### config.mk
export PLATFORM = sky130hd
export DESIGN_NAME = sfifo_wr_arb
export DESIGN_NICKNAME = d
export VERILOG_FILES = /design/src/rtl/sfifo_wr_arb.sv
export SDC_FILE = /design/constraint.sdc
export NUM_CORES = 1
export LEC_CHECK = 0
export ABC_AREA = 1
export CAP_MARGIN = 20
export CORE_MARGIN = 2
export CORE_UTILIZATION = 40
export CTS_BUF_LIST = sky130_fd_sc_hd__clkbuf_2
export DETAILED_ROUTE_END_ITERATION = 7
export PLACE_DENSITY_LB_ADDON = 0.15
export SLEW_MARGIN = 20
export SYNTH_ARGS = -nofsm -noshare
export SYNTH_HDL_FRONTEND = slang
export SYNTH_SLANG_ARGS = --single-unit
export TNS_END_PERCENT = 10
### constraint.sdc
create_clock -name clk -period 5.5 [get_ports clk]
set_input_delay 0.55 -clock clk [delete_from_list [all_inputs] [get_ports clk]]
set_output_delay 0.55 -clock clk [all_outputs]
set_load 0.01 [all_outputs]
### src/rtl/sfifo_wr_arb.sv
// Round-robin write arbiter in front of a sync FIFO write port.
// Tracks FIFO occupancy locally as write credits so it never depends on the
// FIFO's registered full flag. Grants bursts of up to MAX_BURST beats per owner.
module sfifo_wr_arb #(
    parameter int unsigned N_REQ     = 4,
    parameter int unsigned WIDTH     = 8,
    parameter int unsigned DEPTH     = 16,
    parameter int unsigned MAX_BURST = 4,
    localparam int unsigned IDW      = (N_REQ > 1) ? $clog2(N_REQ) : 1,
    localparam int unsigned LW       = $clog2(DEPTH) + 1
) (
    input  logic                   clk,
    input  logic                   rst_n,
    input  logic [N_REQ-1:0]       req_valid,
    input  logic [N_REQ*WIDTH-1:0] req_data,
    output logic [N_REQ-1:0]       req_ready,
    output logic                   fifo_winc,
    output logic [WIDTH-1:0]       fifo_wdata,
    input  logic                   fifo_pop,
    output logic [IDW-1:0]         grant_id,
    output logic [LW-1:0]          level,
    output logic                   pop_err
);

    localparam int unsigned CW = $clog2(MAX_BURST + 1);

    localparam logic [0:0] StIdle  = 1'b0;
    localparam logic [0:0] StBurst = 1'b1;

    logic [0:0]       state_q, state_d;
    logic [IDW-1:0]   rr_ptr_q, rr_ptr_d;
    logic [CW-1:0]    beat_cnt_q, beat_cnt_d;
    logic [IDW-1:0]   grant_id_q, grant_id_d;
    logic [LW-1:0]    level_q, level_d;
    logic             winc_q;
    logic [WIDTH-1:0] wdata_q, wdata_d;
    logic             pop_err_q;

    logic             credit_ok;
    logic             found;
    logic [IDW-1:0]   winner;
    logic [IDW-1:0]   sel;
    logic [N_REQ-1:0] ready_raw;
    logic             accept;
    logic             pop_eff;

    // Index after p, wrapping at N_REQ (handles non-power-of-2 counts).
    function automatic logic [IDW-1:0] next_idx(input logic [IDW-1:0] p);
        if (32'(p) >= N_REQ - 1) return '0;
        return p + 1'b1;
    endfunction

    assign credit_ok = (32'(level_q) < DEPTH);

    // Find first valid requester starting at rr_ptr, wrapping modulo N_REQ.
    always_comb begin
        found  = 1'b0;
        winner = rr_ptr_q;
        for (int unsigned i = 0; i < N_REQ; i++) begin
            int unsigned    idx_int;
            logic [IDW-1:0] idx;
            idx_int = 32'(rr_ptr_q) + i;
            if (idx_int >= N_REQ) idx_int = idx_int - N_REQ;
            idx = idx_int[IDW-1:0];
            if (!found && req_valid[idx]) begin
                found  = 1'b1;
                winner = idx;
            end
        end
    end

    // Grant decision, burst tracking and priority rotation.
    always_comb begin
        state_d    = state_q;
        rr_ptr_d   = rr_ptr_q;
        beat_cnt_d = beat_cnt_q;
        grant_id_d = grant_id_q;
        ready_raw  = '0;
        sel        = grant_id_q;
        case (state_q)
            StIdle: begin
                if (credit_ok && found) begin
                    ready_raw[winner] = 1'b1;
                    sel               = winner;
                    grant_id_d        = winner;
                    beat_cnt_d        = CW'(1);
                    if (MAX_BURST > 1) state_d = StBurst;
                    else               rr_ptr_d = next_idx(winner);
                end
            end
            StBurst: begin
                if (!req_valid[grant_id_q]) begin
                    // Owner went idle: give up the grant with one bubble cycle.
                    state_d  = StIdle;
                    rr_ptr_d = next_idx(grant_id_q);
                end else if (credit_ok) begin
                    ready_raw[grant_id_q] = 1'b1;
                    beat_cnt_d            = beat_cnt_q + 1'b1;
                    if (32'(beat_cnt_q) + 1 == MAX_BURST) begin
                        state_d  = StIdle;
                        rr_ptr_d = next_idx(grant_id_q);
                    end
                end
            end
            default: state_d = StIdle;
        endcase
    end

    // Ready is forced low while reset is held so no beat can be taken.
    assign req_ready = ready_raw & {N_REQ{rst_n}};
    assign accept    = |(req_valid & req_ready);
    assign pop_eff   = fifo_pop && (level_q != '0);
    assign wdata_d   = accept ? req_data[sel*WIDTH +: WIDTH] : wdata_q;
    assign level_d   = level_q + LW'(accept) - LW'(pop_eff);

    // Arbiter state, credit counter and registered FIFO write port.
    always_ff @(posedge clk or negedge rst_n) begin
        if (!rst_n) begin
            state_q    <= StIdle;
            rr_ptr_q   <= '0;
            beat_cnt_q <= '0;
            grant_id_q <= '0;
            level_q    <= '0;
            winc_q     <= 1'b0;
            wdata_q    <= '0;
            pop_err_q  <= 1'b0;
        end else begin
            state_q    <= state_d;
            rr_ptr_q   <= rr_ptr_d;
            beat_cnt_q <= beat_cnt_d;
            grant_id_q <= grant_id_d;
            level_q    <= level_d;
            winc_q     <= accept;
            wdata_q    <= wdata_d;
            if (fifo_pop && (level_q == '0)) pop_err_q <= 1'b1;
        end
    end

    assign fifo_winc  = winc_q;
    assign fifo_wdata = wdata_q;
    assign grant_id   = grant_id_q;
    assign level      = level_q;
    assign pop_err    = pop_err_q;

endmodule

==> run summary <==
The flow ran to the end, and the final reports show no timing, DRC or antenna violations. The maximum buffer depth of the clock tree came out at 2. The cell area after technology mapping came out at 0.00200 mm². The worst slew margin relative to its limit is 64.9%. For hold timing, the worst endpoint is pop_err. The routed length on met1 is 2300 µm. The area after detailed placement is 0.00264 mm². The share of async-settable or async-resettable flops after synthesis came out at between 90% and 100%.

The number of antenna diodes in the final layout is 0. The overflow left after global routing came out at 0. The leakage power came out at about 1.4 nW.

Summed over all nets, wire length on met2 after detailed routing comes to 2250 µm. The total DRC errors in the routed layout is 0. Adding up every negative setup slack in the final design gives 0 ns. The max-capacitance violation count is 0. The synthesized area per cell is 6.77 µm².

The largest net degree at the start of global routing is 30. Routability-driven placement finished with a final weighted congestion of between 1 and 1.5. Buffers placed on the I/O ports in this run total 59. Using the TritonRoute via totals, the vias-per-cell ratio works out to approximately 4.8.

On the worst path, the slowest cell contributes a delay of 0.69 ns. The final layout contains approximately 410 nets. The worst hold path begins at pop_err. For this block, the routed nets add up to 4800 µm of wire. The total number of H-tree levels came out at 1. The buffers plus inverters on the worst setup path came out at 2. The number of slew-limit violations in the final report was 0. The die outline area is 0.00559 mm². Setup repair after global routing left no endpoint under its margin. The routed wire length on met3 is 190 µm. The type of the most critical hold path is flop to flop. The number of cells produced by synthesis is approximately 300. The number of hold buffers added after CTS is 0. The final worst clock skew is 0.0140 ns. The slack of the worst reg-to-reg path is 1.70 ns.

The highest metal layer carrying signal wires in the routed design is met4. The final critical-path share of the clock period came out at 69.1%. The critical path data arrival time came out at 4.09 ns. The post-synthesis net count is approximately 350. VDD sags by at most 0.309 mV. For this design, the slowest cell found on the critical path is sky130_fd_sc_hd__dfrtp_1. The number of routed nets with antenna violations came out at 0. The most prevalent standard cell on the critical path is sky130_fd_sc_hd__nand2_1. The depth of the worst hold-timing path is 1. The share of the yosys chip area belonging to registers is 28.7%.

The layout cell share with drive strength beyond 1 came out at 8.73%. The total clock buffers created by CTS came out at 3. The I/O pin total is 60. Clock latency on the worst-skew pair, taken at its later pin, is 0.34 ns.

The area of the placeable core is 0.00479 mm². STA classifies the critical path startpoint as a flop. The number of synthesized flops with an enable pin came out at 0.

The path depth of the worst reg2reg path came out at 23. The wire length of the first global-routing pass is approximately 7800 µm. The final number of setup-violating endpoints is 0. The endpoint of the worst register-to-register path is level[4]. The predominant post-synthesis flop cell is sky130_fd_sc_hd__dfrtp_1. Walking the worst path, the cells encountered are inv_2 -> nand2_1 -> nand2_1 -> nand2_1 -> nand2_2 -> nand2_2 -> nand2_1 -> nand2_1 -> nand2_1 -> nand2_1 -> nand2_4 -> o21ai_1 -> nand3_2 -> nand2_4 -> nor2_8 -> ha_1 -> inv_1 -> ha_1 -> fa_1 -> a21oi_1 -> nor2_1 -> nor2_1 -> xor2_1. The post-cts sizing count is 0. The worst setup path is of the flop to flop kind. The number of flip-flops and latches in the synthesized netlist is 23. In this run the vertical extent of the chip is 74.8 µm. Before antenna repair, the detailed router went through 4 iterations. The data required time at the worst endpoint came out at 5.79 ns. Overall power consumption after layout is estimated at 1.56 mW.

The number of global-route vias before repair is 1,850. The summed area of non-filler cells in the final layout came out at 0.00266 mm². The clock-pin slew reported for the worst setup and hold paths after clock tree synthesis is 0.22 ns. The number of distinct library cells after synthesis is 34.

The relative area change from synthesis to final layout came out at 32.7%. The per-cell routed wire length came out at 11.4 µm. The Yosys step of the flow raised 0 warnings. The detailed placement HPWL came out at 3820 µm.

Leaving out fill and tap cells, the most frequent cell in the layout is sky130_fd_sc_hd__nand2_1. The library cells used most frequently in the layout, excluding fill and tap cells, are sky130_fd_sc_hd__nand2_1 (115), sky130_fd_sc_hd__clkdlybuf4s50_1 (59), sky130_fd_sc_hd__nand3_1 (28). The actual transition at the worst max-transition pin came out at approximately 0.52 ns. The worst setup path startpoint is rr_ptr_q[0]. The worst setup path is captured at a flop.

The total routing usage reported by global routing is between 10% and 20%. The startpoint identified for the worst register-to-register timing path is rr_ptr_q[0]. The horizontal die dimension came out at roughly 75 µm. The power density over the cells came out at 587 mW/mm².

The CTS tree is done. The total number of vias is 2,019. The clock root buffer is sky130_fd_sc_hd__clkbuf_2. The total clock sinks came out at 23. The hold violation total from the final report is 0.

The upper clock frequency limit came out at roughly 260 MHz. The post-CTS setup-driven buffer insertion count came out at 0. The row count came out at 25. The largest driver fanout on the critical path is 15. The number of antenna violations at the first check in global routing came to 0. On the critical path the largest part of the delay comes from simple AND/OR/NAND/NOR gates.

The clock period minus final worst setup slack is 3.80 ns. The starting utilization of the core area came out at between 40% and 50%. In this run, the number of DRC markers left after iteration 0 of detailed routing was 86.
[synth_stat cells, drive strengths merged (2+ instances only)]
cell | n | area (µm²)
inv | 30 | 113
nand4 | 5 | 37.5
o211ai | 2 | 15.0
a21oi | 8 | 40.0
o21ai | 21 | 105
xnor2 | 2 | 17.5
nand2 | 127 | 522
nand3 | 31 | 170
xor2 | 3 | 26.3
buf | 5 | 46.3
ha | 12 | 150
dfrtp | 23 | 576
nor2 | 16 | 83.8
[power breakdown]
part	total, mW	internal [mW]	switching, mW
sequential	0.343	0.252	0.0912
combinational	1.15	0.466	0.686
clock	0.0667	0.0165	0.0502
[final cells by class]
type,count,area (µm²)
clock buffer,3,15.0
timing repair buffer,60,598
sequential,23,576
tap,67,83.8
fill,474,2130
clock inverter,1,5.00
inverter,30,113
multi-input combinational,238,1270
[cell families (layout without fill, tap and decap cells)]
logic type	Yosys count	count (layout)	synth area share, %
buf+inv	35	94	7.93
xor+xnor	5	5	2.19
simple gates	183	183	41.8
compound gates	37	37	10.8
fa+ha+maj	13	13	8.49
flops	23	23	28.7
[worst max path at each step]
stage	endpoint	slack, ns	cells past startpoint
floorplan	level[4]	2.34	23
global placement	level[4]	1.58	21
detailed placement	level[4]	1.50	22
CTS	level[4]	1.69	23
global route	level[4]	1.35	23
finish	level[4]	1.70	23
[per-stage QoR]
step                      hold slack, ns  util [%]  setup WS, ns  instances
after CTS                          0.498      55.6          1.69        422
final                              0.493      55.6          1.70        422
after global placement             0.446      55.1          1.58        418
after floorplan                    0.254         -          2.34        296
after detailed placement           0.450      55.1          1.50        418
after global routing               0.523      55.6          1.35        422
[flip-flops by register name, indices dropped and copies added (netlist names)]
register	flops
beat_cnt_q	3
fifo_winc	1
state_q	1
fifo_wdata	8
grant_id	2
rr_ptr_q	2
pop_err	1
level	5
[per-layer routing]
metal  track usage, %  vias up
li1                 -     1073
met1             24.0      889
met2             29.8       48
met3             4.02        9
met4             3.37        0
met5                0        -
Note: power is estimated with default switching activity, not from simulation.
